--- src/rtl/bw_pkg.sv ---
// Shared types and default widths for the Baugh-Wooley MAC datapath.
package bw_pkg;

   typedef enum logic [1:0] {ST_IDLE, ST_ACCUM, ST_DONE} bw_acc_state_e;

   localparam int unsigned BW_WIDTH     = 8;
   localparam int unsigned BW_ACC_WIDTH = 20;
   localparam int unsigned BW_CNT_WIDTH = 16;

endpackage

--- src/rtl/bw_sat_add.sv ---
// Combinational signed saturating adder: a_i + sext(b_i), clamped to p_acc_width bits.
module bw_sat_add #(
   parameter int unsigned p_acc_width = 20,
   parameter int unsigned p_in_width  = 16
) (
   input  logic [p_acc_width-1:0] a_i,
   input  logic [p_in_width-1:0]  b_i,
   output logic [p_acc_width-1:0] sum_o,
   output logic                   ovf_o
);

   localparam logic [p_acc_width-1:0] MaxPos = {1'b0, {(p_acc_width-1){1'b1}}};
   localparam logic [p_acc_width-1:0] MaxNeg = {1'b1, {(p_acc_width-1){1'b0}}};

   logic [p_acc_width:0] wide;

   // One guard bit is enough: the two top bits disagree exactly when the result is out of range.
   always_comb begin
      wide  = {a_i[p_acc_width-1], a_i}
            + {{(p_acc_width+1-p_in_width){b_i[p_in_width-1]}}, b_i};
      ovf_o = wide[p_acc_width] ^ wide[p_acc_width-1];
      if (ovf_o) begin
         sum_o = wide[p_acc_width] ? MaxNeg : MaxPos;
      end else begin
         sum_o = wide[p_acc_width-1:0];
      end
   end

endmodule

--- src/rtl/bw_mac_accum.sv ---
// Accumulates a programmed number of signed products with saturation and returns the
// sum over a valid/ready handshake.
module bw_mac_accum
   import bw_pkg::*;
#(
   parameter int unsigned p_width     = BW_WIDTH,
   parameter int unsigned p_acc_width = BW_ACC_WIDTH,
   parameter int unsigned p_cnt_width = BW_CNT_WIDTH
) (
   input  logic                   clk_i,
   input  logic                   rst_ni,
   input  logic                   start_i,
   input  logic [p_cnt_width-1:0] count_i,
   input  logic                   prod_valid_i,
   output logic                   prod_ready_o,
   input  logic [2*p_width-1:0]   product_i,
   output logic                   acc_valid_o,
   input  logic                   acc_ready_i,
   output logic [p_acc_width-1:0] acc_o,
   output logic                   ovf_o,
   output logic                   busy_o
);

   if (p_acc_width < 2*p_width) begin : g_width_check
      $error("bw_mac_accum: p_acc_width must be >= 2*p_width");
   end

   bw_acc_state_e          state_q, state_d;
   logic [p_cnt_width-1:0] remaining_q, remaining_d;
   logic [p_acc_width-1:0] acc_q, acc_d;
   logic                   ovf_q, ovf_d;

   logic [p_acc_width-1:0] sat_sum;
   logic                   sat_ovf;
   logic                   prod_hs;

   bw_sat_add #(
      .p_acc_width (p_acc_width),
      .p_in_width  (2*p_width)
   ) u_sat_add (
      .a_i   (acc_q),
      .b_i   (product_i),
      .sum_o (sat_sum),
      .ovf_o (sat_ovf)
   );

   // Outputs decoded from registered state only.
   always_comb begin
      prod_ready_o = (state_q == ST_ACCUM);
      acc_valid_o  = (state_q == ST_DONE);
      busy_o       = (state_q != ST_IDLE);
      acc_o        = acc_q;
      ovf_o        = ovf_q;
      prod_hs      = prod_valid_i & prod_ready_o;
   end

   // Next-state logic for the FSM, remaining counter and accumulator.
   always_comb begin
      state_d     = state_q;
      remaining_d = remaining_q;
      acc_d       = acc_q;
      ovf_d       = ovf_q;
      unique case (state_q)
         ST_IDLE: begin
            if (start_i) begin
               acc_d       = '0;
               ovf_d       = 1'b0;
               remaining_d = count_i;
               state_d     = (count_i == '0) ? ST_DONE : ST_ACCUM;
            end
         end
         ST_ACCUM: begin
            if (prod_hs) begin
               acc_d       = sat_sum;
               ovf_d       = ovf_q | sat_ovf;
               remaining_d = remaining_q - p_cnt_width'(1);
               if (remaining_q == p_cnt_width'(1)) begin
                  state_d = ST_DONE;
               end
            end
         end
         ST_DONE: begin
            if (acc_ready_i) begin
               state_d = ST_IDLE;
            end
         end
         default: state_d = ST_IDLE;
      endcase
   end

   // State registers with asynchronous active-low reset.
   always_ff @(posedge clk_i or negedge rst_ni) begin
      if (!rst_ni) begin
         state_q     <= ST_IDLE;
         remaining_q <= '0;
         acc_q       <= '0;
         ovf_q       <= 1'b0;
      end else begin
         state_q     <= state_d;
         remaining_q <= remaining_d;
         acc_q       <= acc_d;
         ovf_q       <= ovf_d;
      end
   end

endmodule
--- config.mk ---
export PLATFORM = sky130hd
export DESIGN_NAME = bw_mac_accum
export DESIGN_NICKNAME = d
export VERILOG_FILES = /design/src/rtl/bw_pkg.sv /design/src/rtl/bw_sat_add.sv /design/src/rtl/bw_mac_accum.sv
export SDC_FILE = /design/constraint.sdc
export NUM_CORES = 1
export LEC_CHECK = 0
export ABC_CLOCK_PERIOD_IN_PS = 4600
export CAP_MARGIN = 5
export CORE_MARGIN = 2
export CORE_UTILIZATION = 40
export CTS_BUF_LIST = sky130_fd_sc_hd__clkbuf_4 sky130_fd_sc_hd__clkbuf_8 sky130_fd_sc_hd__clkbuf_16
export CTS_CLUSTER_DIAMETER = 100
export DETAILED_ROUTE_END_ITERATION = 16
export DONT_BUFFER_PORTS = 1
export HOLD_SLACK_MARGIN = 0.06
export PLACE_DENSITY = 0.59
export SLEW_MARGIN = 10
export SYNTH_ARGS = -nofsm -noshare
export SYNTH_HDL_FRONTEND = slang
export SYNTH_SLANG_ARGS = --single-unit
--- constraint.sdc ---
create_clock -name clk_i -period 4.6 [get_ports clk_i]
set_clock_uncertainty 0.15 [all_clocks]
set_input_delay 0.23 -clock clk_i [delete_from_list [all_inputs] [get_ports clk_i]]
set_output_delay 0.23 -clock clk_i [all_outputs]
set_load 0.03 [all_outputs]
# After elaboration in Yosys (flattened, before gate mapping)
# Index checks and enable logic that the tools add are counted.
dict set report classes {
  addsub 2
  n_eq_ne 7
  n_mux 17
  n_bitwise 3
  n_reduce_logical 6
}
# operator n
set op_table {}
lappend op_table {{20-bit 2-to-1 mux} 4}
lappend op_table {{20-bit one-hot mux with 2 select lines} 1}
lappend op_table {{16-bit 2-to-1 mux} 2}
lappend op_table {{16-bit one-hot mux with 2 select lines} 1}
lappend op_table {{20-bit by 16-bit adder with 21-bit output} 1}
lappend op_table {{16-bit by 1-bit == test with 1-bit output, second input constant} 1}
lappend op_table {{16-bit logical NOT} 1}
lappend op_table {{16-bit by 1-bit subtractor with 16-bit output, second input constant} 1}
lappend op_table {{2-bit 2-to-1 mux} 5}
lappend op_table {{2-bit by 1-bit != test with 1-bit output, second input constant} 3}
lappend op_table {{2-bit one-hot mux with 3 select lines} 1}
lappend op_table {{4-bit AND reduction} 1}
lappend op_table {{2-bit nonzero test} 2}
lappend op_table {{3-bit AND reduction} 1}
lappend op_table {{2-bit by 1-bit == test with 1-bit output, second input constant} 1}
lappend op_table {{2-bit == test, second input constant} 1}
lappend op_table {{2-bit logical NOT} 1}
lappend op_table {{1-bit 2-to-1 mux} 2}
lappend op_table {{2-bit != test, second input constant} 1}
lappend op_table {{1-bit one-hot mux with 2 select lines} 1}
lappend op_table {{1-bit AND} 1}
lappend op_table {{1-bit bitwise OR} 1}
lappend op_table {{1-bit XOR} 1}
dict set report word_totals {
  ff_bits 39
  output_inout_bits 24
  wordCells 39
}

# Depth between registers and ports, before layout
# Gate-level depths: netlist (run 1).
dict set report logic_depth {
  ltp_word 5
  ltp_mapped 10
  mapped_depth_nobuf 9
}

# Modules after synthesis
# From an unflattened synthesis (run 1), not the netlist that was laid out.
dict set report unflattened {
  cells_unflattened 366
  hier_area_um2 3205.6
}
# mod n_inst cells_each area_per_inst_um2 seq_area_each_um2
set by_module_without_submodules {}
lappend by_module_without_submodules {bw_mac_accum 1 192 1971.9 975.9}
lappend by_module_without_submodules {bw_sat_add 1 174 1233.7 0.0}

# Least setup slack after synthesis (run 1)
# No wires, ideal clock.
dict set report synth_timing {
  path_kind {reg-to-reg}
  start {reg acc_q[0] (netlist: acc_o[0])}
  end {reg acc_q[6] (netlist: acc_o[6])}
  arrival_time_ns 2.511
  slack_ns 1.813
  path_stages_with_launch 11
  synth_period_minus_slack_ns 2.787
  cell_sequence {dfrtp_1 ha_1 fa_1 a21oi_1 nand4b_1 a21o_1 a31oi_4 a21oi_4 a21oi_4 buf_6 a221o_1}
}
dict set report synth_via {
  elab_chain_cells 5
  word_cells_on_any_way 6
}
# element line
set synth_lines {}
lappend synth_lines {{start: declaration} bw_mac_accum.sv:30} ;# logic [p_acc_width-1:0] acc_q, acc_d;
lappend synth_lines {{start signal: assignment} bw_mac_accum.sv:96} ;# acc_q <= '0;
lappend synth_lines {{start signal: assignment} bw_mac_accum.sv:101} ;# acc_q <= acc_d;
lappend synth_lines {{20-bit by 16-bit adder with 21-bit output *} bw_sat_add.sv:20} ;# + {{(p_acc_width+1-p_in_width){b_i[p_in_width-1]}}, b_i};
lappend synth_lines {{20-bit 2-to-1 mux or 1-bit XOR (tied branches)} {bw_sat_add.sv:23, bw_sat_add.sv:21}}
lappend synth_lines {{20-bit 2-to-1 mux *} bw_sat_add.sv:22} ;# if (ovf_o) begin
lappend synth_lines {{20-bit 2-to-1 mux *} bw_mac_accum.sv:73} ;# if (prod_hs) begin
lappend synth_lines {{20-bit one-hot mux with 2 select lines *} bw_mac_accum.sv:63} ;# unique case (state_q)
# Mark *: on every way between the ends. The rest lies on a longest branch, timed or not. The select of a mux whose other input is x is not followed.
# A chain may end at the register's enable or synchronous reset.

# Final worst setup path (run 1)
dict set report layout_timing {
  start {reg acc_q[0] (netlist: acc_o[0])}
  end {reg acc_q[3] (netlist: acc_o[3])}
}
# The elaborated chain is that of the path after synthesis.

==> results.ini, run 1 <==
[outcome]
outcome=finished clean

[timing]
finalSetupViolCount=0
drv_slew=0
slew_headroom_pct=44.3
tightest_slew_ns=0.832
hold_viol=0
rsz0062_at_grt=no
fmax_ghz=0.321
whs_ns=0.0726
setup_tns_ns=0
finalCritPeriodShare_pct=67.7
fin_crit_ns=3.12

[power_and_ir_drop]
power.net_switching_uw=1250
power_density_nw_per_um2=722
pwr-share-clk_pct=9.7
max-vdd-ir-drop_mv=0.339
seqPwrFrac_pct=35.1
p_leak_uw=0.00136
switching_share_pct=50.5
p_int_uw=1220
p_comb_share_pct=55.2

[route]
vias_per_cell=5.91
vias=2747
wl_met2_um=3450
routed_wl_um=7930
wire_per_inst_um=17.0
drt-met1-wl_um=3870
firstDrtPassIters=7
highest_layer=met4
antenna_left=0
drt-initial-drc-count=184
drc=0
wl_met3_um=560

[clock_network]
clock_latency_ns=0.30
cts_max_path_buffers=2
numCtsBuffers=5
clk_pin_slew_worst_paths_ns=0.08
cts_resized=0
post_cts_buffers=0
cts-root-buf=clkbuf_8
cts_tree=done
htree_levels=2
clock-sinks=39

[grt]
grt_pass1_vias=2724
antenna_found_initial=0
grt_usage_pct=19.7
grt-ovfl-total=0
grt_pass1_wl_um=13500
grt_max_degree=40

[layout]
antennaDiodeCount=0
num-nets-final=425
area_growth_pct=11.6
fill_cells=715
fin_cells=465
drive_gt1_share_pct=8.74

[worst_setup_path]
startpoint_type=register
critPathArrivalTime_ns=3.20
required_ns=4.68
critPathKind=register to register
slowest_stage=nor3_4
ff2ff_path_depth=9
worstPathCellList=ha_1, fa_1, a21oi_1, nand4b_1, a21o_1, a31oi_4, a21oi_4, nor3_4, a221o_2
crit_buf_inv=0
cp-end-kind=register
critPathMaxFanout=19
r2r-end=acc_o[3]
rrSetupSlack_ns=1.48
reg2reg_from=acc_o[0]
cpPeakStageDelay_ns=0.71
crit_family=compound AO/OA/AOI/OAI gates

[synthesis]
yosysSeqAreaShare_pct=31.9
synth_ff_type=dfrtp_1
yosysUniqueCellTypes=54
yosysWarnings=0
synth_edf_count=0
syn_area_per_cell_um2=8.80
async_flop_share_pct=100
yosysMostFrequentCell=dfrtp_1
synth_common_cells=dfrtp_1, a21oi_1, o21ai_0
synth_area_leader_cell=dfrtp_1
ys_ff_latch=39
synthTopCellsByArea=dfrtp_1, ha_1, a21oi_1
syn_nets=408
yosysTopAreaCellShare_pct=31.9
synth_area_um2=3060
netlist_instances=348

[min_path]
worstHoldEndpoint=state_q[1]
hold_class=input port to register
hold_depth=3
min_from=acc_ready_i

[die]
io_pins=61
die_x_um=91.5
rows=31
dieHeight_um=91.5
initial_core_util_pct=41.8
core_area_um2=7330
die_area_um2=8370

[placement]
dp_hpwl_um=5580
routabilityCongestion=0.847
post-place-cells=436
portBuffers=0

[flow_run]
drv_cap=0

[metal layers]
metal / vias up / track usage, %
met4: 0 / 4.04
met3: 4 / 5.39
met1: 1309 / 28.6
met2: 76 / 29.2
met5: - / 0
li1: 1358 / -
[state kept, by name (all words and copies together) (netlist names)]
| register | count |
|---|---|
| remaining_q | 16 |
| ovf_o | 1 |
| acc_o | 20 |
| state_q | 2 |
[worst min-delay path: stages]
cell and delay (ns):
inv_1 0.02, a21oi_1 0.13, o22ai_1 0.08
[logic make-up after synthesis]
kind of cell | count (synthesis) | synth area share [%]
compound gates | 131 | 30.0
simple gates | 117 | 19.4
flops | 39 | 31.9
fa+ha+maj | 23 | 9.64
buf+inv | 21 | 4.17
xor+xnor | 17 | 4.86
[what timing repair did]
| item | CTS | global route |
|---|---|---|
| endpoints found under the hold margin | 58 | 0 |
| setup endpoints to repair | 0 | 0 |
| hold buffers | 21 | 0 |
[how the worst max path moves through the flow]
stage	start	end	slack, ns	cells past startpoint
2_1_floorplan	acc_o[0]	acc_o[6]	1.81	10
3_3_place_gp	acc_o[0]	acc_o[2]	1.56	9
3_5_place_dp	acc_o[0]	acc_o[0]	1.54	9
4_1_cts	acc_o[0]	acc_o[3]	1.49	9
5_1_grt	acc_o[6]	acc_o[0]	1.31	8
6_report	acc_o[0]	acc_o[3]	1.48	9
[power by group through the flow]
stage	registers, uW	clock network, uW	logic, uW
2_1_floorplan	820	0	1140
3_3_place_gp	869	0	1310
3_5_place_dp	870	0	1330
4_1_cts	865	249	1360
5_1_grt	894	265	1530
6_report	865	240	1360
[cells in the final DEF, fill, tap and decap left out, types with 2 or more instances in the layout]
master and instances:
nor2b_1 4, a22oi_1 4, a21oi_1 37, inv_1 7, or2_2 2, ha_1 22, o21ai_0 31, nand2b_1 6
o32ai_1 2, and4_1 2, nand2_1 29, nor3_1 9, nor3b_1 3, nor4_1 5, nand4_1 9, o211ai_1 2
clkinvlp_4 2, nor2_1 29, a221o_2 8, o21a_1 4, nand3_1 8, and2_1 2, buf_4 3, clkbuf_8 5
a2bb2oi_1 2, xnor2_1 11, xor2_1 6, dfrtp_1 39, a31oi_1 5, a21boi_0 2, or3_1 2, a221o_1 11
dlygate4sd3_1 20, o22ai_1 4, a21oi_4 2, a21o_1 6, and3_1 3
[metrics by stage]
| step | area [um2] | setup WS (ns) | util, % | power, uW |
|---|---|---|---|---|
| final | 3420 | 1.48 | 46.6 | 2470 |
| after detailed placement | 3110 | 1.54 | 42.4 | 2200 |
| after floorplan | 3060 | 1.81 | - | 1960 |
| after global placement | 3110 | 1.56 | 42.4 | 2180 |
| after CTS | 3420 | 1.49 | 46.6 | 2470 |
| after global routing | 3420 | 1.31 | 46.6 | 2690 |
[area by class of cell]
class,count,area (um2),share of cell area [%]
flip-flops and latches,39,976,28.6
repair buffers,24,243,7.11
multi-input cells,288,1960,57.3
inverters,7,26.3,0.769
clock inverters,3,20.0,0.586
clock buffers,5,68.8,2.01
well taps,99,124,3.63
(Power assumes the default switching activity.)
==> run 2, diff against run 1 <==
- ABC_CLOCK_PERIOD_IN_PS: 4600 -> 3200
- clock period: 4.6 -> 3.2 ns (I/O delays scaled with it)
==> results.ini, run 2 (synthesized netlist as in run 1, its figures left out) <==
[outcome]
outcome=finished clean

[die]
die_x_um=91.5  ; unchanged
rows=31  ; unchanged
die_area_um2=8370  ; unchanged
io_pins=61  ; unchanged
initial_core_util_pct=41.8  ; unchanged
dieHeight_um=91.5  ; unchanged
core_area_um2=7330  ; unchanged

[grt]
grt_usage_pct=20.3  ; +0.62 points
grt_pass1_vias=2803  ; +2.9%
antenna_found_initial=0  ; unchanged
grt_pass1_wl_um=13900  ; +3.0%
grt_max_degree=40  ; unchanged
grt-ovfl-total=0  ; unchanged

[layout]
postLayoutCoreUtil_pct=48.4  ; +1.8 points
layout_common_cells=dfrtp_1, a21oi_1, o21ai_0, nand2_1, nor2_1
drive_gt1_share_pct=12.3  ; +3.5 points
final_common_cell=dfrtp_1
area_growth_pct=15.9
largest_reg_flops=20  ; unchanged
antennaDiodeCount=0  ; unchanged
num-nets-final=442  ; +4.0%

[clock_network]
htree_levels=2  ; unchanged
clk_pin_slew_worst_paths_ns=0.08  ; about the same
cts-root-buf=clkbuf_8
clock-sinks=39  ; unchanged
clock_latency_ns=0.31  ; about the same
cts_max_path_buffers=2  ; unchanged
numCtsBuffers=5  ; unchanged
cts_tree=done

[power_and_ir_drop]
p_leak_uw=0.00144  ; +6.1%
power.total_uw=3710  ; +50%
power_density_nw_per_um2=1040  ; +45%
max-vdd-ir-drop_mv=0.525  ; +55%

[worst_setup_path]
required_ns=3.23  ; -1.45 ns
critPathArrivalTime_ns=2.89  ; -0.31 ns
cp-end-kind=register
critPathKind=register to register
startpoint_type=register
reg2reg_from=acc_o[7]
crit_start=acc_o[7]
critPathMaxFanout=9  ; -10

[timing]
setup_tns_ns=0  ; unchanged
whs_ns=0.0935  ; +0.0210 ns
slew_headroom_pct=22.3  ; -22 points
tightest_slew_ns=1.17  ; +0.334 ns
hold_viol=0  ; unchanged
fin_ws_ns=0.340  ; -1.14 ns
fmax_ghz=0.350  ; +9.0%
finalCritPeriodShare_pct=89.4  ; +22 points
rsz0062_at_grt=no
finalSetupViolCount=0  ; unchanged
drv_slew=0  ; unchanged
fin_crit_ns=2.86  ; -0.256 ns

[route]
routed_wl_um=8240  ; +3.9%
firstDrtPassIters=4  ; -3
wire_per_inst_um=17.1  ; +0.27%
drc=0  ; unchanged
vias=2854  ; +3.9%
vias_per_cell=5.92  ; +0.23%
drt-initial-drc-count=164  ; -11%
antenna_left=0  ; unchanged

[placement]
dp_slack_ns=0.192  ; -1.34 ns
portBuffers=0  ; unchanged
routabilityCongestion=0.911  ; +7.6%
dp_hpwl_um=5740  ; +2.8%

[min_path]
min_from=prod_valid_i
hold_class=input port to register

[flow_run]
drv_cap=0  ; unchanged

-- run 2: changes by cell type in the layout (fill, tap and decap cells not counted) --
| cell | before | now |
|---|---|---|
| buf_4 | 3 | 18 |
| dlygate4sd3_1 | 20 | 22 |
-- run 2: critical path: stages (launching register included) --
cell and delay, ns:
dfrtp_1 0.51, ha_1 0.42, a21oi_1 0.17, o21ai_1 0.13, a31oi_1 0.32, a31oi_4 0.16, a21oi_4 0.28, a21oi_4 0.08
buf_4 0.18, a221o_2 0.33
-- run 2: routing by layer --
layer,wire length (um),global-route usage [%]
met1,3950,29.1
met5,0,0
met3,560,5.15
met4,95,5.30
met2,3640,30.3
-- run 2: repair_timing --
item                                    in CTS  in global routing
setup buffers                                0                  2
resized for setup                            0                  0
hold buffers                                23                  0
hold endpoints to repair                    61                  0
endpoints found under the setup margin       0                 19
-- run 2: cell type report --
cell class                 count  area [um2]
clock inverter                 3        20.0
fill                         715        3780
clock buffer                   5        68.8
multi-input combinational    288        1960
tap                           99         124
inverter                       7        26.3
sequential                    39         976
timing repair buffer          41         375
-- run 2: final timing paths --
path,endpoint,cells past startpoint,slack [ns]
worst max-delay path,acc_o[18],9,0.34
worst min-delay path,state_q[1],3,0.09
worst max register to register,acc_o[18],9,0.34
worst min register to register,remaining_q[15],2,0.34
max in group asynchronous,remaining_q[3],2,2.53
min in group asynchronous,state_q[0],2,0.16
-- run 2: stage by stage --
step / cell area, um2 / std cells
floorplan: 3060 / 348
global placement: 3200 / 449
detailed placement: 3200 / 449
CTS: 3530 / 480
global route: 3550 / 482
finish: 3550 / 482
-- run 2: power breakdown --
group          internal, uW  total [uW]  switching (uW)  leakage (uW)
Clock                   152         351             199     0.0000402
Sequential              732        1090             358      0.000454
Combinational           988        2270            1280      0.000943
Total                  1870        3710            1840       0.00144
==> run 3, diff against run 2 <==
==> constraint.sdc (replaced) <==
create_clock -name clk_i -period 3.2 [get_ports clk_i]
set_clock_uncertainty 0.15 [all_clocks]
set_input_delay 0.32 -clock clk_i [delete_from_list [all_inputs] [get_ports clk_i]]
set_output_delay 0.32 -clock clk_i [all_outputs]
set_load 0.03 [all_outputs]
==> results.ini, run 3 (synthesized netlist as in run 1, its figures left out) <==
[clock_network]
cts_tree=done
clk_pin_slew_worst_paths_ns=0.10  ; +0.02 ns
clock_latency_ns=0.31  ; about the same
cts_max_path_buffers=2  ; unchanged
htree_levels=2  ; unchanged
numCtsBuffers=5  ; unchanged
cts-root-buf=clkbuf_8
clock-sinks=39  ; unchanged

[power_and_ir_drop]
p_int_uw=1860  ; -0.66%
seqPwrFrac_pct=29.5  ; about the same
power.net_switching_uw=1820  ; -0.65%
max-vdd-ir-drop_mv=0.525  ; about the same
power_density_nw_per_um2=1080  ; +3.7%
pwr-share-clk_pct=9.5  ; about the same
p_leak_uw=0.00138  ; -4.4%
p_comb_share_pct=61.0  ; about the same
switching_share_pct=49.5  ; about the same

[grt]
antenna_found_initial=0  ; unchanged
grt-ovfl-total=0  ; unchanged
grt_max_degree=40  ; unchanged
grt_pass1_vias=2745  ; -2.1%
grt_usage_pct=19.9  ; -0.40 points
grt_pass1_wl_um=13700  ; -2.0%

[timing]
rsz0062_at_grt=no
fin_crit_ns=2.86  ; +0.000837 ns
drv_slew=0  ; unchanged
tightest_slew_ns=1.17  ; -0.000405 ns
whs_ns=0.0779  ; -0.0157 ns
finalCritPeriodShare_pct=89.4  ; about the same
slew_headroom_pct=22.3  ; +0.027 points
setup_tns_ns=0  ; unchanged
hold_viol=0  ; unchanged
finalSetupViolCount=0  ; unchanged
fmax_ghz=0.350  ; about the same

[min_path]
hold_class=input port to register
min_from=count_i[11]

[worst_setup_path]
startpoint_type=register
worstPathCellList=ha_1, a21oi_1, o21ai_1, a31oi_1, a31oi_4, a21oi_4, a21oi_4, buf_4, a221o_2
cpPeakStageDelay_ns=0.51  ; about the same
reg2reg_from=acc_o[7]
critPathMaxFanout=9  ; unchanged
cp-end-kind=register
required_ns=3.23  ; about the same
crit_start=acc_o[7]
crit_top_cell=a21oi_4
slowest_stage=dfrtp_1
critPathArrivalTime_ns=2.89  ; about the same
critPathKind=register to register

[placement]
dp_hpwl_um=5740  ; unchanged
routabilityCongestion=0.911  ; unchanged
portBuffers=0  ; unchanged
dpl_cell_area_um2=3200  ; unchanged

[route]
firstDrtPassIters=4  ; unchanged
antenna_left=0  ; unchanged
wire_per_inst_um=17.2  ; +0.56%
drc=0  ; unchanged
routed_wl_um=8030  ; -2.6%
drt-initial-drc-count=135  ; -18%
vias_per_cell=5.96  ; +0.72%
vias=2785  ; -2.4%

[layout]
final_common_cell=dfrtp_1
layout_common_cells=dfrtp_1, a21oi_1, o21ai_0, nand2_1, nor2_1
largest_reg_flops=20  ; unchanged
num-nets-final=427  ; -3.4%
drive_gt1_share_pct=12.8  ; +0.50 points
seqCellArea_um2=976  ; unchanged
postLayoutCoreUtil_pct=46.4  ; -2.0 points
fin_area_um2=3400  ; -4.2%
area_growth_pct=11.0
multi_input_area_um2=1960  ; unchanged
fill_cells=733  ; +2.5%
antennaDiodeCount=0  ; unchanged

[die]
rows=31  ; unchanged
die_area_um2=8370  ; unchanged
initial_core_util_pct=41.8  ; unchanged
io_pins=61  ; unchanged
dieHeight_um=91.5  ; unchanged
core_area_um2=7330  ; unchanged
die_x_um=91.5  ; unchanged

[outcome]
outcome=finished clean

[flow_run]
drv_cap=0  ; unchanged

==> run 3: cell count changes in the layout (fill, tap and decap cells not counted), sizes merged <==
cell and delta:
dlygate4sd3 -15
==> run 3: stage by stage <==
stage / setup WS [ns] / power, uW / std cells
floorplan: 0.413 / 2820 / 348
global placement: 0.277 / 3250 / 449
detailed placement: 0.192 / 3290 / 449
CTS: 0.167 / 3670 / 465
global route: 0.226 / 4000 / 467
finish: 0.339 / 3680 / 467
==> run 3: worst paths after layout <==
kind | slack, ns | depth (start not counted) | endpoint
worst max-delay path | 0.34 | 9 | acc_o[18]
worst min-delay path | 0.08 | 2 | remaining_q[11]
worst max register to register | 0.34 | 9 | acc_o[18]
worst min register to register | 0.34 | 2 | remaining_q[15]
max in group asynchronous | 2.37 | 2 | acc_o[0]
min in group asynchronous | 0.32 | 2 | state_q[0]
==> run 3: worst max-delay path, delay by kind of cell (launching register included) <==
family | cells | cell delay, ns
adders and majority gates | 1 | 0.42
buffers and inverters | 1 | 0.18
AOI/OAI and AO/OA | 7 | 1.47
DFF | 1 | 0.51
==> run 3: layout make-up <==
type / instances / area share (%)
Multi-Input combinational cell: 288 / 57.6
Timing Repair Buffer: 26 / 6.63
Clock buffer: 5 / 2.03
Inverter: 7 / 0.773
Clock inverter: 3 / 0.589
Tap cell: 99 / 3.65
Sequential cell: 39 / 28.7
==> run 3: timing repair <==
item                                    4_1_cts  5_1_grt
resized for setup                             0        0
endpoints found under the setup margin        0       19
hold buffers                                  8        0
endpoints found under the hold margin        45        0
setup buffers                                 0        2
==> run 3: power groups by stage <==
stage	clock (uW)	combinational, uW	sequential (uW)
after global placement	0	2160	1090
after CTS	365	2230	1080
after floorplan	0	1640	1180
after detailed placement	0	2200	1090
after global routing	380	2500	1130
final	351	2250	1090
==> run 3: layer usage <==
| layer | GRT usage, % | wire length (um) | part of all wire, % | vias up |
|---|---|---|---|---|
| li1 | - | - | - | 1362 |
| met1 | 28.1 | 3830 | 48 | 1331 |
| met2 | 29.8 | 3530 | 44 | 86 |
| met3 | 5.48 | 591 | 7.4 | 6 |
| met4 | 5.18 | 82 | 1.0 | 0 |
| met5 | 0 | 0 | 0 | - |
